$ cat src/rtl/tx_chan_arbiter_pkg.sv
// Shared definitions for the tx channel arbiter: data word width and FSM state encoding.
package tx_chan_arbiter_pkg;

  localparam int DATA_MSB = 7;

  localparam logic [1:0] IDLE = 2'd0;
  localparam logic [1:0] WAIT = 2'd1;
  localparam logic [1:0] DONE = 2'd2;

  typedef enum logic [1:0] {
    S_IDLE = IDLE,
    S_WAIT = WAIT,
    S_DONE = DONE
  } arb_state_t;

endpackage

$ cat src/rtl/tx_chan_arbiter_if.sv
// Requester / tx-side bundle of the tx channel arbiter.
// slave = arbiter side, master = producers plus tx block.
interface tx_chan_arbiter_if #(
  parameter int NREQ     = 4,
  parameter int DATA_MSB = tx_chan_arbiter_pkg::DATA_MSB
) ();

  logic [NREQ-1:0]              req_v;
  logic [NREQ*(DATA_MSB+1)-1:0] req_data;
  logic [NREQ-1:0]              req_done;
  logic [NREQ-1:0]              gnt;
  logic                         vi;
  logic [DATA_MSB:0]            sdata;
  logic                         snt;
  logic                         busy;
  logic                         err;

  modport slave (
    input  req_v, req_data, snt,
    output req_done, gnt, vi, sdata, busy, err
  );

  modport master (
    output req_v, req_data, snt,
    input  req_done, gnt, vi, sdata, busy, err
  );

endinterface

$ cat src/rtl/tx_chan_arbiter_rr_pick.sv
// Combinational round-robin picker: first valid index after i_last, wrapping modulo NREQ.
module tx_chan_arbiter_rr_pick #(
  parameter int NREQ = 4,
  parameter int IW   = $clog2(NREQ)
) (
  input  logic [NREQ-1:0] i_req_v,
  input  logic [IW-1:0]   i_last,
  output logic [IW-1:0]   o_pick,
  output logic            o_any_v
);

  // w_cand[gi] is the index at distance gi+1 from the last winner.
  logic [IW-1:0]   w_cand [NREQ];
  logic [NREQ-1:0] w_hit;

  genvar gi;
  for (gi = 0; gi < NREQ; gi++) begin : g_cand
    assign w_cand[gi] = IW'((int'(i_last) + gi + 1) % NREQ);
    assign w_hit[gi]  = i_req_v[w_cand[gi]];
  end

  // Scan farthest to nearest so the nearest valid candidate wins.
  always_comb begin
    o_pick  = '0;
    o_any_v = 1'b0;
    for (int k = NREQ - 1; k >= 0; k--) begin
      if (w_hit[k]) begin
        o_pick  = w_cand[k];
        o_any_v = 1'b1;
      end
    end
  end

endmodule

$ cat src/rtl/tx_chan_arbiter.sv
// Round-robin arbiter sharing one 4-phase tx channel between NREQ requesters.
// Optional watchdog on the snt wait enabled by defining TXARB_TIMEOUT_EN.
module tx_chan_arbiter
  import tx_chan_arbiter_pkg::*;
#(
  parameter int NREQ      = 4,
  parameter int DATA_MSB  = tx_chan_arbiter_pkg::DATA_MSB,
  parameter int TO_CYCLES = 255
) (
  input  logic              clk,
  input  logic              reset_n,
  tx_chan_arbiter_if.slave  bus
);

  localparam int IW = $clog2(NREQ);
  localparam int W  = DATA_MSB + 1;

  if (NREQ < 2 || NREQ > 8 || TO_CYCLES < 1 ||
      DATA_MSB != tx_chan_arbiter_pkg::DATA_MSB) begin : g_bad_cfg
    $error("tx_chan_arbiter: illegal NREQ/TO_CYCLES or DATA_MSB differs from package");
  end

  arb_state_t      r_state;
  logic [IW-1:0]   r_last;
  logic [NREQ-1:0] r_gnt;
  logic [NREQ-1:0] r_req_done;
  logic            r_vi;
  logic [W-1:0]    r_sdata;
  logic            r_busy;

  logic [IW-1:0]   w_pick;
  logic            w_any_v;
  logic [NREQ-1:0] w_pick_oh;
  logic [W-1:0]    w_words [NREQ];

  tx_chan_arbiter_rr_pick #(
    .NREQ (NREQ),
    .IW   (IW)
  ) u_rr_pick (
    .i_req_v (bus.req_v),
    .i_last  (r_last),
    .o_pick  (w_pick),
    .o_any_v (w_any_v)
  );

  genvar gi;
  for (gi = 0; gi < NREQ; gi++) begin : g_lane
    assign w_words[gi]   = bus.req_data[gi*W +: W];
    assign w_pick_oh[gi] = (w_pick == IW'(gi));
  end

`ifdef TXARB_TIMEOUT_EN
  localparam int CW = $clog2(TO_CYCLES + 1);
  logic [CW-1:0] r_to_cnt;
  logic          r_err;
`endif

  always_ff @(posedge clk or negedge reset_n) begin
    if (!reset_n) begin
      r_state    <= S_IDLE;
      r_last     <= IW'(NREQ - 1);
      r_gnt      <= '0;
      r_req_done <= '0;
      r_vi       <= 1'b0;
      r_sdata    <= '0;
      r_busy     <= 1'b0;
`ifdef TXARB_TIMEOUT_EN
      r_to_cnt   <= '0;
      r_err      <= 1'b0;
`endif
    end else begin
      r_vi       <= 1'b0;
      r_req_done <= '0;
      case (r_state)
        S_IDLE: begin
          if (w_any_v) begin
            r_gnt   <= w_pick_oh;
            r_sdata <= w_words[w_pick];
            r_vi    <= 1'b1;
            r_last  <= w_pick;
            r_busy  <= 1'b1;
            r_state <= S_WAIT;
`ifdef TXARB_TIMEOUT_EN
            r_to_cnt <= '0;
`endif
          end
`ifdef TXARB_TIMEOUT_EN
          if (bus.snt) r_err <= 1'b1;
`endif
        end
        S_WAIT: begin
          if (bus.snt) begin
            r_req_done <= r_gnt;
            r_gnt      <= '0;
            r_state    <= S_DONE;
          end
`ifdef TXARB_TIMEOUT_EN
          // A 4-phase handshake cannot be aborted, so only flag and keep waiting.
          else begin
            if (r_to_cnt != CW'(TO_CYCLES)) r_to_cnt <= r_to_cnt + 1'b1;
            if (r_to_cnt == CW'(TO_CYCLES - 1)) r_err <= 1'b1;
          end
`endif
        end
        S_DONE: begin
          r_busy  <= 1'b0;
          r_state <= S_IDLE;
        end
        default: begin
          r_gnt   <= '0;
          r_busy  <= 1'b0;
          r_state <= S_IDLE;
        end
      endcase
    end
  end

  assign bus.gnt      = r_gnt;
  assign bus.req_done = r_req_done;
  assign bus.vi       = r_vi;
  assign bus.sdata    = r_sdata;
  assign bus.busy     = r_busy;
`ifdef TXARB_TIMEOUT_EN
  assign bus.err      = r_err;
`else
  assign bus.err      = 1'b0;
`endif

endmodule

$ cat src/flat_wrapper.sv
// flat-port wrapper written by rule: the top's interface ports become plain ports
module tx_chan_arbiter_flat import tx_chan_arbiter_pkg::*;
#(
  parameter int NREQ      = 4,
  parameter int DATA_MSB  = tx_chan_arbiter_pkg::DATA_MSB,
  parameter int TO_CYCLES = 255
)
  (clk, reset_n, bus_req_v, bus_req_data, bus_snt, bus_req_done, bus_gnt, bus_vi, bus_sdata, bus_busy, bus_err);
  tx_chan_arbiter_if #(.NREQ(NREQ), .DATA_MSB(DATA_MSB)) bus_i ();
  input  logic clk;
  input  logic reset_n;
  input wire logic [$bits(bus_i.req_v)-1:0] bus_req_v;
  input wire logic [$bits(bus_i.req_data)-1:0] bus_req_data;
  input wire logic [$bits(bus_i.snt)-1:0] bus_snt;
  output wire logic [$bits(bus_i.req_done)-1:0] bus_req_done;
  output wire logic [$bits(bus_i.gnt)-1:0] bus_gnt;
  output wire logic [$bits(bus_i.vi)-1:0] bus_vi;
  output wire logic [$bits(bus_i.sdata)-1:0] bus_sdata;
  output wire logic [$bits(bus_i.busy)-1:0] bus_busy;
  output wire logic [$bits(bus_i.err)-1:0] bus_err;
  assign bus_i.req_v = bus_req_v;
  assign bus_i.req_data = bus_req_data;
  assign bus_i.snt = bus_snt;
  assign bus_req_done = bus_i.req_done;
  assign bus_gnt = bus_i.gnt;
  assign bus_vi = bus_i.vi;
  assign bus_sdata = bus_i.sdata;
  assign bus_busy = bus_i.busy;
  assign bus_err = bus_i.err;
  tx_chan_arbiter #(.NREQ(NREQ), .DATA_MSB(DATA_MSB), .TO_CYCLES(TO_CYCLES)) u_core (.clk(clk), .reset_n(reset_n), .bus(bus_i));
endmodule
$ cat config.mk
export PLATFORM = sky130hd
export DESIGN_NAME = tx_chan_arbiter_flat
export DESIGN_NICKNAME = d
export VERILOG_FILES = /design/src/rtl/tx_chan_arbiter_pkg.sv /design/src/rtl/tx_chan_arbiter_if.sv /design/src/rtl/tx_chan_arbiter_rr_pick.sv /design/src/rtl/tx_chan_arbiter.sv /design/src/flat_wrapper.sv
export SDC_FILE = /design/constraint.sdc
export NUM_CORES = 1
export LEC_CHECK = 0
export CORE_MARGIN = 2
export CORE_UTILIZATION = 55
export DETAILED_ROUTE_END_ITERATION = 12
export DONT_BUFFER_PORTS = 1
export PLACE_DENSITY = 0.73
export SLEW_MARGIN = 40
export SYNTH_ARGS = -nofsm -noshare
export SYNTH_HDL_FRONTEND = slang
export SYNTH_HIERARCHICAL = 1
export SYNTH_SLANG_ARGS = --single-unit
$ cat constraint.sdc
create_clock -name clk -period 2.03 [get_ports clk]
set_input_delay 0.1015 -clock clk [delete_from_list [all_inputs] [get_ports clk]]
set_output_delay 0.1015 -clock clk [all_outputs]
set_load 0.03 [all_outputs]
==> results.yml <==
critical_path:
  crit_path_max_incr_delay_ps: 560
  crit_arrival_ps: 2090
  crit_end: "u_core/bus.sdata[3]"
  r2r_cells: 7
  worstSetupStartpoint: "u_core/r_last[0]"
  cp_max_fo: 10
  critPathSlowestCell: "dfstp_2"
  r2r-end: "u_core/bus.sdata[3]"
  cp.depth: 7
  crit_chain: "and2b_4 > o21ai_2 > o311ai_2 > buf_4 > mux4_2 > nand2_2 > nand2_1"
  start_kind: "register"
  timing.rr.start: "u_core/r_last[0]"
  crit_path_end_kind: "register"
  critPathKind: "register to register"
  reg2reg_slack_ps: 140
  crit_family: "flip-flops"
  worstPathRequired_ps: 2230
  critPathBufInv: 1
routing:
  drc: 0
  vias: 760
  drtIter0Drc: 20
  drt-total-wl_mm: 2.20
  drt-pass1-iter-count: 4
  antenna_left: 0
  wl_per_cell_um: 17.1
  via_per_inst: 5.89
final_layout:
  drive_gt1_frac: 0.333
  area_delta_synth_final_pct: 5.88
  nNetsFinal: 142
  diodes: 0
  layoutNonFillerInstCount: 129
logic_synthesis:
  synth.avg_cell_area_sq_um: 12.0
  synth_area_sq_um: 1190
  synth-seq-area-share: 0.464
  ys_warn_count: 6
  yosysTopAreaCellShare: 0.420
  synth_xor_area_frac: 0
  synth_area_leaders: "dfrtp_1, mux4_2, nand2_1"
  synth_compound_area_frac: 0.0388
  synthDistinctLibCells: 32
  ys_ff_latch: 22
  yosys.area_share.adder: 0
  yosysMostFrequentCell: "dfrtp_1"
  async_flop_share: 1.00
  synth_fp_nets: 138
  synthMuxAreaShare: 0.222
  synth_area_leader_cell: "dfrtp_1"
  synth_top_family_by_area: "multiplexers"
  yosys-top-cells-count: "dfrtp_1, nand2_1, mux4_2, nand2_2, nor2_1"
  synth-edff-count: 0
  synth-simple-area-share: 0.210
  syn_inst: 99
  ys.flop_type: "dfrtp_1"
cts:
  clockBufferDepth: 2
  clock_latency_ps: 300
  cts_root_buffer: "clkbuf_4"
  tritoncts: "done"
  htree_levels: 1
  cts.sinks: 22
  clk_pin_slew_worst_paths_ps: 110
  numCtsBuffers: 3
die:
  core_sq_um: 2000
  rows: 16
  die_h_um: 50.6
  dieArea_sq_um: 2560
  io_pins: 58
  start_util: 0.596
  die_x_um: 50.6
place:
  post-dp-hpwl_mm: 1.67
  gp_congestion: 0.694
  placed_cells: 122
  portBuffers: 0
pwr:
  combinationalPowerShare: 0.348
  p_sw_mw: 0.770
  peakVddDrop_mv: 0.769
  swShare: 0.425
  p_int_mw: 1.04
  powerDensity_nw_per_um2: 1440
  p_leak_nw: 0.581
  p_seq_frac: 0.522
  clkPwrFrac: 0.129
  p_total_mw: 1.81
sta:
  relSlewSlack: 0.625
  setup_viol: 0
  min_period_ps: 1890
  slew_violations: 0
  clock.fmax_ghz: 0.529
  final.period_utilization: 0.931
  hold_viol: 0
  tightest_slew_ps: 562
  grt_setup_unrepaired: "false"
  finClkSkew_ps: 1.15
global_routing:
  overflow: 0
  groute.usage.overall: 0.184
  grt_pass1_vias: 797
  grt_max_degree: 23
  grt_pass1_wl_mm: 3.46
  antenna_found_initial: 0
hold_path:
  holdCritPathClass: "input port to register"
  min_from: "bus_req_v[0]"
run:
  maxCapViolCount: 0
run_status:
  status: "completed"
==> sequential cells by signal, indices dropped and copies added, names as in the netlist <==
signal               cells
u_core/bus.vi            1
u_core/r_last            2
u_core/bus.busy          1
u_core/bus.req_done      4
u_core/r_state           2
u_core/bus.gnt           4
u_core/bus.sdata         8
==> placed cells by master, fill, tap and decap left out, drive strengths merged, types with 2 or more instances in the layout <==
master,synthesis,final
nand2,26,26
dfrtp,20,20
mux4,8,8
mux2,6,6
nor2,5,5
and2,4,4
clkbuf,1,4
o21ai,4,4
buf,5,3
inv,2,2
nor4b,2,2
dlygate4sd3,0,2
dfstp,2,2
nand2b,2,2
==> logic make-up after synthesis <==
group | count (synthesis)
other | 1
DFF | 22
and+or+nand+nor | 45
buffers and inverters | 9
muxes | 15
AOI/OAI and AO/OA | 7
==> through the flow <==
| stage | setup WS (ps) | util | hold WS, ps | instance area (sq um) | TNS (ps) |
|---|---|---|---|---|---|
| 2_1_floorplan | 139 | - | -194 | 1190 | 0 |
| 3_3_place_gp | 26.0 | 0.599 | -194 | 1200 | 0 |
| 3_5_place_dp | -34.5 | 0.599 | -194 | 1200 | -168 |
| 4_1_cts | 149 | 0.628 | 72.3 | 1260 | 0 |
| 5_1_grt | 54.1 | 0.631 | 108 | 1260 | 0 |
| 6_report | 141 | 0.631 | 81.7 | 1260 | 0 |
==> power by group through the flow <==
stage | Clock [mW] | Sequential (mW) | Combinational (mW)
CTS | 0.246 | 0.950 | 0.635
detailed placement | 0 | 0.958 | 0.619
floorplan | 0 | 0.918 | 0.573
global route | 0.255 | 0.966 | 0.699
finish | 0.235 | 0.947 | 0.632
global placement | 0 | 0.952 | 0.601
==> final cells by class <==
class | instances | area, sq um
fillers | 162 | 739
repair buffers | 5 | 40.0
clock buffers | 4 | 36.3
well taps | 27 | 33.8
flip-flops and latches | 22 | 553
multi-input cells | 68 | 576
inverters | 3 | 23.8
==> how the worst min path moves through the flow <==
stage / to / slack (ps) / depth (start not counted)
2_1_floorplan: u_core/bus.busy / -190 / 0
3_3_place_gp: u_core/bus.req_done[3] / -190 / 0
3_5_place_dp: u_core/bus.req_done[3] / -190 / 0
4_1_cts: u_core/r_state[0] / 70 / 4
5_1_grt: u_core/r_state[0] / 110 / 4
6_report: u_core/r_state[0] / 80 / 4
==> what timing repair did <==
action | 4_1_cts | 5_1_grt
hold endpoints to repair | 23 | 20
gates resized for setup | 1 | 0
setup endpoints to repair | 9 | 0
hold buffers | 2 | 1
buffers inserted | 0 | 0
==> metal layers <==
layer / vias to the layer above / share of wire / track usage
li1: 346 / - / -
met4: 0 / 0.0054 / 0.0811
met3: 2 / 0.099 / 0.0506
met2: 42 / 0.51 / 0.314
met1: 370 / 0.38 / 0.215
met5: - / 0 / 0
==> worst register-to-register path, cell delays in order, from the launching register on <==
cell,delay (ps)
dfstp_2,560
and2b_4,190
o21ai_2,130
o311ai_2,120
buf_4,200
mux4_2,440
nand2_2,80
nand2_1,60
No activity file was read; power rests on OpenSTA's default activity.
